File: src/rtl/ifetch_unit_if.sv
// Bundle of the fetch-stage signals: NPC/stall from downstream, the IROM
// req/ack port, and the PC/instruction outputs toward decode.
//
// IROM handshake: irom_req is high for every cycle the fetch stage is
// waiting for an instruction, and irom_addr is held constant while it is
// high. The IROM raises irom_ack for exactly the cycle in which irom_rdata
// is valid; that cycle completes the transfer. There is no back-pressure on
// the ack side, and an ack seen while irom_req is low is discarded.
interface ifetch_unit_if #(
  parameter int IROM_AW = 14
);
  logic [31:0]        npc;
  logic               stall;
  logic               irom_req;
  logic [IROM_AW-1:0] irom_addr;
  logic               irom_ack;
  logic [31:0]        irom_rdata;
  logic [31:0]        pc;
  logic [31:0]        pc4;
  logic [31:0]        inst;
  logic               inst_valid;
  logic               fetch_err;
  logic [31:0]        retired;
  logic [1:0]         fsm_state;

  // Fetch unit side.
  modport master (
    input  npc, stall, irom_ack, irom_rdata,
    output irom_req, irom_addr, pc, pc4, inst, inst_valid,
           fetch_err, retired, fsm_state
  );

  // Core/IROM environment side.
  modport slave (
    output npc, stall, irom_ack, irom_rdata,
    input  irom_req, irom_addr, pc, pc4, inst, inst_valid,
           fetch_err, retired, fsm_state
  );
endinterface

File: src/rtl/ifetch_unit.sv
// Instruction fetch stage: owns the architectural PC, fetches one word per
// instruction from IROM, holds it for the execute window, commits npc when
// not stalled and halts permanently on a misaligned target.
module ifetch_unit #(
  parameter logic [31:0] RESET_PC = 32'h0000_0000,
  parameter int          IROM_AW  = 14,
  parameter logic [31:0] NOP_INST = 32'h0340_0000
) (
  input  logic   cpu_clk,
  input  logic   cpu_rst,
  ifetch_unit_if.master bus
);

  typedef enum logic [1:0] {
    S_FETCH = 2'd0,
    S_EXEC  = 2'd1,
    S_HALT  = 2'd2
  } state_t;

  state_t      state_q, state_d;
  logic [31:0] pc_q;
  logic [31:0] inst_q;
  logic [31:0] retired_q;
  logic        fetch_err_q;

  logic commit;
  logic npc_aligned;
  logic take_ack;

  assign commit      = (state_q == S_EXEC) && !bus.stall;
  assign npc_aligned = (bus.npc[1:0] == 2'b00);
  assign take_ack    = (state_q == S_FETCH) && bus.irom_ack;

  // State register; reset lands in FETCH so the first request is immediate.
  always_ff @(posedge cpu_clk or posedge cpu_rst) begin
    if (cpu_rst) state_q <= S_FETCH;
    else         state_q <= state_d;
  end

  // Next-state logic: ack ends FETCH, commit ends EXEC, HALT is terminal.
  always_comb begin
    state_d = state_q;
    case (state_q)
      S_FETCH: if (bus.irom_ack) state_d = S_EXEC;
      S_EXEC:  if (!bus.stall)   state_d = npc_aligned ? S_FETCH : S_HALT;
      S_HALT:  state_d = S_HALT;
      default: state_d = S_FETCH;
    endcase
  end

  // Moore outputs decoded purely from the registered state.
  always_comb begin
    bus.irom_req   = 1'b0;
    bus.inst_valid = 1'b0;
    case (state_q)
      S_FETCH: bus.irom_req   = 1'b1;
      S_EXEC:  bus.inst_valid = 1'b1;
      default: ;
    endcase
  end

  // PC / instruction / counters. A misaligned commit still retires the
  // current instruction but leaves pc pointing at it for post-mortem.
  always_ff @(posedge cpu_clk or posedge cpu_rst) begin
    if (cpu_rst) begin
      pc_q        <= RESET_PC;
      inst_q      <= NOP_INST;
      retired_q   <= 32'd0;
      fetch_err_q <= 1'b0;
    end else begin
      if (take_ack) inst_q <= bus.irom_rdata;
      if (commit) begin
        retired_q <= retired_q + 32'd1;
        inst_q    <= NOP_INST;
        if (npc_aligned) pc_q        <= bus.npc;
        else             fetch_err_q <= 1'b1;
      end
    end
  end

  assign bus.irom_addr = pc_q[IROM_AW+1:2];
  assign bus.pc        = pc_q;
  assign bus.pc4       = pc_q + 32'd4;
  assign bus.inst      = inst_q;
  assign bus.fetch_err = fetch_err_q;
  assign bus.retired   = retired_q;
  assign bus.fsm_state = state_q;

endmodule

File: src/flat_wrapper.sv
// flat-port wrapper written by rule: the top's interface ports become plain ports
module ifetch_unit_flat 
#(
  parameter logic [31:0] RESET_PC = 32'h0000_0000,
  parameter int          IROM_AW  = 14,
  parameter logic [31:0] NOP_INST = 32'h0340_0000
)
  (cpu_clk, cpu_rst, bus_npc, bus_stall, bus_irom_ack, bus_irom_rdata, bus_irom_req, bus_irom_addr, bus_pc, bus_pc4, bus_inst, bus_inst_valid, bus_fetch_err, bus_retired, bus_fsm_state);
  ifetch_unit_if #(.IROM_AW(IROM_AW)) bus_i ();
  input  logic cpu_clk;
  input  logic cpu_rst;
  input wire logic [$bits(bus_i.npc)-1:0] bus_npc;
  input wire logic [$bits(bus_i.stall)-1:0] bus_stall;
  input wire logic [$bits(bus_i.irom_ack)-1:0] bus_irom_ack;
  input wire logic [$bits(bus_i.irom_rdata)-1:0] bus_irom_rdata;
  output wire logic [$bits(bus_i.irom_req)-1:0] bus_irom_req;
  output wire logic [$bits(bus_i.irom_addr)-1:0] bus_irom_addr;
  output wire logic [$bits(bus_i.pc)-1:0] bus_pc;
  output wire logic [$bits(bus_i.pc4)-1:0] bus_pc4;
  output wire logic [$bits(bus_i.inst)-1:0] bus_inst;
  output wire logic [$bits(bus_i.inst_valid)-1:0] bus_inst_valid;
  output wire logic [$bits(bus_i.fetch_err)-1:0] bus_fetch_err;
  output wire logic [$bits(bus_i.retired)-1:0] bus_retired;
  output wire logic [$bits(bus_i.fsm_state)-1:0] bus_fsm_state;
  assign bus_i.npc = bus_npc;
  assign bus_i.stall = bus_stall;
  assign bus_i.irom_ack = bus_irom_ack;
  assign bus_i.irom_rdata = bus_irom_rdata;
  assign bus_irom_req = bus_i.irom_req;
  assign bus_irom_addr = bus_i.irom_addr;
  assign bus_pc = bus_i.pc;
  assign bus_pc4 = bus_i.pc4;
  assign bus_inst = bus_i.inst;
  assign bus_inst_valid = bus_i.inst_valid;
  assign bus_fetch_err = bus_i.fetch_err;
  assign bus_retired = bus_i.retired;
  assign bus_fsm_state = bus_i.fsm_state;
  ifetch_unit #(.RESET_PC(RESET_PC), .IROM_AW(IROM_AW), .NOP_INST(NOP_INST)) u_core (.cpu_clk(cpu_clk), .cpu_rst(cpu_rst), .bus(bus_i));
endmodule
File: config.mk
export PLATFORM = sky130hd
export DESIGN_NAME = ifetch_unit_flat
export DESIGN_NICKNAME = d
export VERILOG_FILES = /design/src/rtl/ifetch_unit_if.sv /design/src/rtl/ifetch_unit.sv /design/src/flat_wrapper.sv
export SDC_FILE = /design/constraint.sdc
export NUM_CORES = 1
export LEC_CHECK = 0
export BUFFER_PORTS_ARGS = -buffer_cell sky130_fd_sc_hd__buf_2
export CAP_MARGIN = 25
export CELL_PAD_IN_SITES_DETAIL_PLACEMENT = 0
export CELL_PAD_IN_SITES_GLOBAL_PLACEMENT = 1
export CORE_AREA = 3 3 119 121
export CTS_CLUSTER_SIZE = 28
export DETAILED_ROUTE_END_ITERATION = 6
export DIE_AREA = 0 0 122 124
export PLACE_DENSITY_LB_ADDON = 0.1
export SYNTH_ARGS = -nofsm -noshare
export SYNTH_HDL_FRONTEND = slang
export SYNTH_SLANG_ARGS = --single-unit
File: constraint.sdc
create_clock -name cpu_clk -period 3.9 [get_ports cpu_clk]
set_clock_uncertainty 0.05 [all_clocks]
set_input_delay 0.78 -clock cpu_clk [delete_from_list [all_inputs] [get_ports cpu_clk]]
set_output_delay 0.78 -clock cpu_clk [all_outputs]
set_load 0.02 [all_outputs]
* Word level (Yosys, flattened, before mapping) *
Cells that the tools add are included.
W data, S select, Z words.

storage, ports and cells
  output and inout port bits = 147
  register bits after elaboration = 99
  word-level logic and storage cells = 29
  input port bits = 68

operators by class
  equal/unequal tests = 4
  reduce and logical (&&, ||, !) cells = 9
  bitwise logic cells = 1
  mux-type cells = 8
  add/subtract/negate cells = 2

operator list
  cell                     count
  $mux W32                 2
  $add A32 B1 Y32 const B  1
  $add A32 B3 Y32 const B  1
  $mux W2                  3
  $pmux W2 S3              1
  $reduce_and A2 Y1        3
  $logic_not A2 Y1         2
  $ne A2 B2 Y1 const B     2
  $eq A2 B1 Y1 const B     1
  $eq A2 B2 Y1 const B     1
  $logic_and A1 B1 Y1      2
  $mux W1                  2
  $reduce_bool A2 Y1       1
  $logic_not A1 Y1         1
  $not A1 Y1               1

* Logic depth before layout (Yosys ltp) *
  depth after elaboration = 4
  depth in mapped cells = 6
  gate-level depth less buffers = 5

* Worst setup path before layout *
No wires, ideal clock.

  path kind = reg2out
  start point = register u_core.pc_q[2] (netlist: u_core.bus.pc[2])
  end point = output port bus_pc4[16]
  path buffers = 0
  path slack = 1.045 ns
  required time = 3.070 ns
  cell stages (with the launch flop) = 6
  arrival time = 2.025 ns
  path through = dfrtp_1 -> ha_1 -> nand2_1 -> or4b_2 -> nor2_1 -> xor2_1

on the way
  word-level cells in the longest chain between the ends = 1

ends and longest elaborated chain
  item                    RTL line            RTL
  start, declared         ifetch_unit.sv:21   logic [31:0] pc_q;
  start signal, assigned  ifetch_unit.sv:75   if (npc_aligned) pc_q <= bus.npc;
  $add A32 B3 Y32         ifetch_unit.sv:83   assign bus.pc4 = pc_q + 32'd4;
  end, declared           flat_wrapper.sv:19  output wire logic [$bits(bus_i.pc4)-1:0] bus_pc4;

No other way between the ends.

* Worst setup path in the final report *
  start point = register u_core.pc_q[2] (netlist: u_core.bus.pc[2])
  end point = output port bus_pc4[22]

The elaborated chain is that of the path after synthesis.

==> run summary <==
Status: complete, no violations
Global-route wire length before repair: 19400 um
Starting Density: 0.348
Drt total wl: 12400 um
Post-layout net count: 664
Die Height: 124 um
Ys Warns: 0
Reg2reg setup slack: 1.72 ns
Initial antenna violation count: 0
# DRC: 0
Synth Net Count: 461
Post-route setup slack: 0.686 ns
Final TNS setup: 0 ns
CP Class: reg -> out
Net Sw Power: 0.439 mW
Seq/Total Area, Yosys: 0.541
Cell family with most CP delay: simple AND/OR/NAND/NOR gates
Area Growth Syn to Fin: 32.5%
CP max stage delay: 0.71 ns
Detailed placement HPWL: 9430 um
Final hold vios: 0
Worst-margin pin slew: 0.799 ns
Max clock buf depth: 2
Final hold slack: 0.427 ns
Port-buffer cells: 214
Required time of the critical path: 3.07 ns
Buf/Inv on CP: 1
CTS buffer count: 9
IO Pins: 215
GPL Wtd Cong: 0.767
Core ar.: 0.0132 sq mm
Share of the synthesized area in the top cell type: 0.524
Global route total overflow: 0
Clock slew at reported path FFs: 0.07 ns
Cells after Synth: 391
Wirelength per Cell: 16.0 um
Endpoints failing setup: 0
Crit start category: register
Fraction of registers with async set/reset: 1.00
GRT Total Usage: 0.165
Post-CTS Setup Inserts: 0
Power Internal: 1.62 mW
Top cells by area, synth: dfrtp_1 (52%), mux2_2 (7.4%), xnor2_1 (5.7%)
Clk sinks: 99
FP Rows: 42
Endpoint class of the critical path: output pin
Setup WS pre-CTS: 1.05 ns
Full die area: 0.0151 sq mm
Clock share of power: 0.473
# hold bufs at CTS: 0
Leak: 3.47 nW
CTS H-tree lvls: 3
Mapped cell area: 0.00459 sq mm
Drt via density: 4.78
Area leader, netlist: dfrtp_1
Tmin final: 3.21 ns
Post-CTS Resized: 0
RSZ-0062 raised after global routing: no
Sw Share: 0.213
DRT iter0 DRCs: 114
Slew headroom: 0.460
Worst VDD drop: 0.207 mV
Reg2reg start: u_core.bus.fsm_state[1]
Post-synth EDFFs: 0
Critical path capture point: bus_pc4[22]
R2R depth: 4
Combinational power share: 0.028
Root Buffer: clkbuf_16
Synthesis-stage register bit count: 99
Final worst path period share: 0.824
Fmax: 0.311 GHz
CP cell instances: ha_1, nand2_1, or4b_2, nor2_1, xor2_1, buf_2
Vias: 3702
Clock insertion delay at the later pin of the skew report: 0.35 ns
Post-route ant nets: 0
Slowest CP cell: or4b_2
Seq pwr share: 0.498
Slew Viols, Final: 0
Crit path DAT: 2.38 ns
Synthesized area per cell: 11.7 sq um
Worst r2r dst: u_core.bus.retired[21]
Layout cells sized above 1: 0.466
Max Cap Viol: 0
Largest net degree at the start of global routing: 52
Setup crit start: u_core.bus.pc[2]
ANT cells: 0
TritonCTS clock tree: done
HP Class: reg -> reg
CP Depth: 6
PwrDens: 339 mW/mm^2
Synth cell types: 38
Vias in the first global route: 3638
First drt pass iteration count: 5
Critical path peak fanout: 6
Top FF cell, synth: dfrtp_1
Die width: 122 um
## cells in the final DEF (no fill, tap or decap), types with 2 or more instances in the layout
master / synthesis / routed
a22o_1: 29 / 29
and2_1: 4 / 4
and3_1: 6 / 6
and4_1: 5 / 5
buf_2: 5 / 214
buf_4: 16 / 6
bufinv_16: 0 / 2
clkbuf_16: 0 / 9
dfrtp_1: 96 / 96
dfstp_2: 3 / 3
ha_1: 2 / 2
inv_1: 9 / 8
inv_6: 0 / 3
mux2_2: 30 / 30
nand2_1: 31 / 31
nand3_1: 19 / 19
nand4_1: 12 / 12
nor2_1: 14 / 13
nor3_1: 14 / 14
nor4_1: 10 / 9
o22a_1: 3 / 3
or4_1: 2 / 2
xnor2_1: 30 / 30
xor2_1: 29 / 29
## final cells by class
type / count / area [sq um]
fill: 1265 / 7110
sequential: 99 / 2480
multi-input combinational: 255 / 1900
timing repair buffer: 220 / 1120
clock buffer: 9 / 225
tap: 176 / 220
clock inverter: 7 / 98.8
inverter: 9 / 36.3
## cell usage after synthesis (2+ instances only)
cell type	number
a22o_1	29
and2_1	4
and3_1	6
and4_1	5
buf_2	5
buf_4	16
clkbuf_1	6
dfrtp_1	96
dfstp_2	3
ha_1	2
inv_1	9
mux2_2	30
nand2_1	31
nand3_1	19
nand4_1	12
nor2_1	14
nor3_1	14
nor4_1	10
o22a_1	3
or4_1	2
xnor2_1	30
xor2_1	29
## cell families after synthesis
family	count (synthesis)	synth area share
AOI/OAI and AO/OA	34	0.0641
xor gates and xnor gates	59	0.113
adders and majority gates	2	0.00545
buffers and inverters	37	0.0464
DFF	99	0.541
muxes	30	0.0736
and+or+nand+nor	130	0.157
## how the worst min path moves through the flow
stage / from / endpoint / slack (ns) / cells past startpoint
after CTS: u_core.bus.fetch_err / u_core.bus.fetch_err / 0.44 / 1
after detailed placement: u_core.bus.fetch_err / u_core.bus.fetch_err / 0.42 / 1
after global placement: u_core.bus.retired[31] / u_core.bus.retired[31] / 0.40 / 1
after floorplan: u_core.bus.inst[22] / u_core.bus.inst[22] / 0.50 / 1
after global routing: u_core.bus.retired[9] / u_core.bus.retired[9] / 0.45 / 1
final: u_core.bus.retired[31] / u_core.bus.retired[31] / 0.43 / 1
## layer usage
metal / track usage / share of wire
met5: 0 / 0
met4: 0.0637 / 0.015
met3: 0.0472 / 0.087
met2: 0.271 / 0.47
met1: 0.206 / 0.43
## metrics by stage
stage                     power (mW)  std cells   util  instance area, sq um
after detailed placement        1.11        759  0.436                  5760
final                           2.06        775  0.461                  6080
after global placement          1.11        759  0.436                  5760
after global routing            2.14        775  0.461                  6080
after floorplan                 1.06        391      -                  4590
after CTS                       2.09        775  0.461                  6080
## power groups by stage
| stage | sequential, mW | clock [mW] | combinational, mW |
|---|---|---|---|
| 2_1_floorplan | 1.05 | 0 | 0.0164 |
| 3_3_place_gp | 1.05 | 0 | 0.0597 |
| 3_5_place_dp | 1.05 | 0 | 0.0604 |
| 4_1_cts | 1.03 | 1.01 | 0.0606 |
| 5_1_grt | 1.03 | 1.04 | 0.0668 |
| 6_report | 1.03 | 0.975 | 0.0578 |
## sequential cells by signal, indices dropped and copies added, names as in the netlist
register	cells
u_core.bus.retired	32
u_core.bus.fsm_state	2
u_core.bus.fetch_err	1
u_core.bus.pc	32
u_core.bus.inst	32
## worst reg2reg max path, delay by kind of cell (launching register included)
family	cells	cell delay (ns)
xor gates and xnor gates	1	0.17
and+or+nand+nor	3	1.47
DFF	1	0.42
Note: power is estimated with default switching activity, not from simulation.
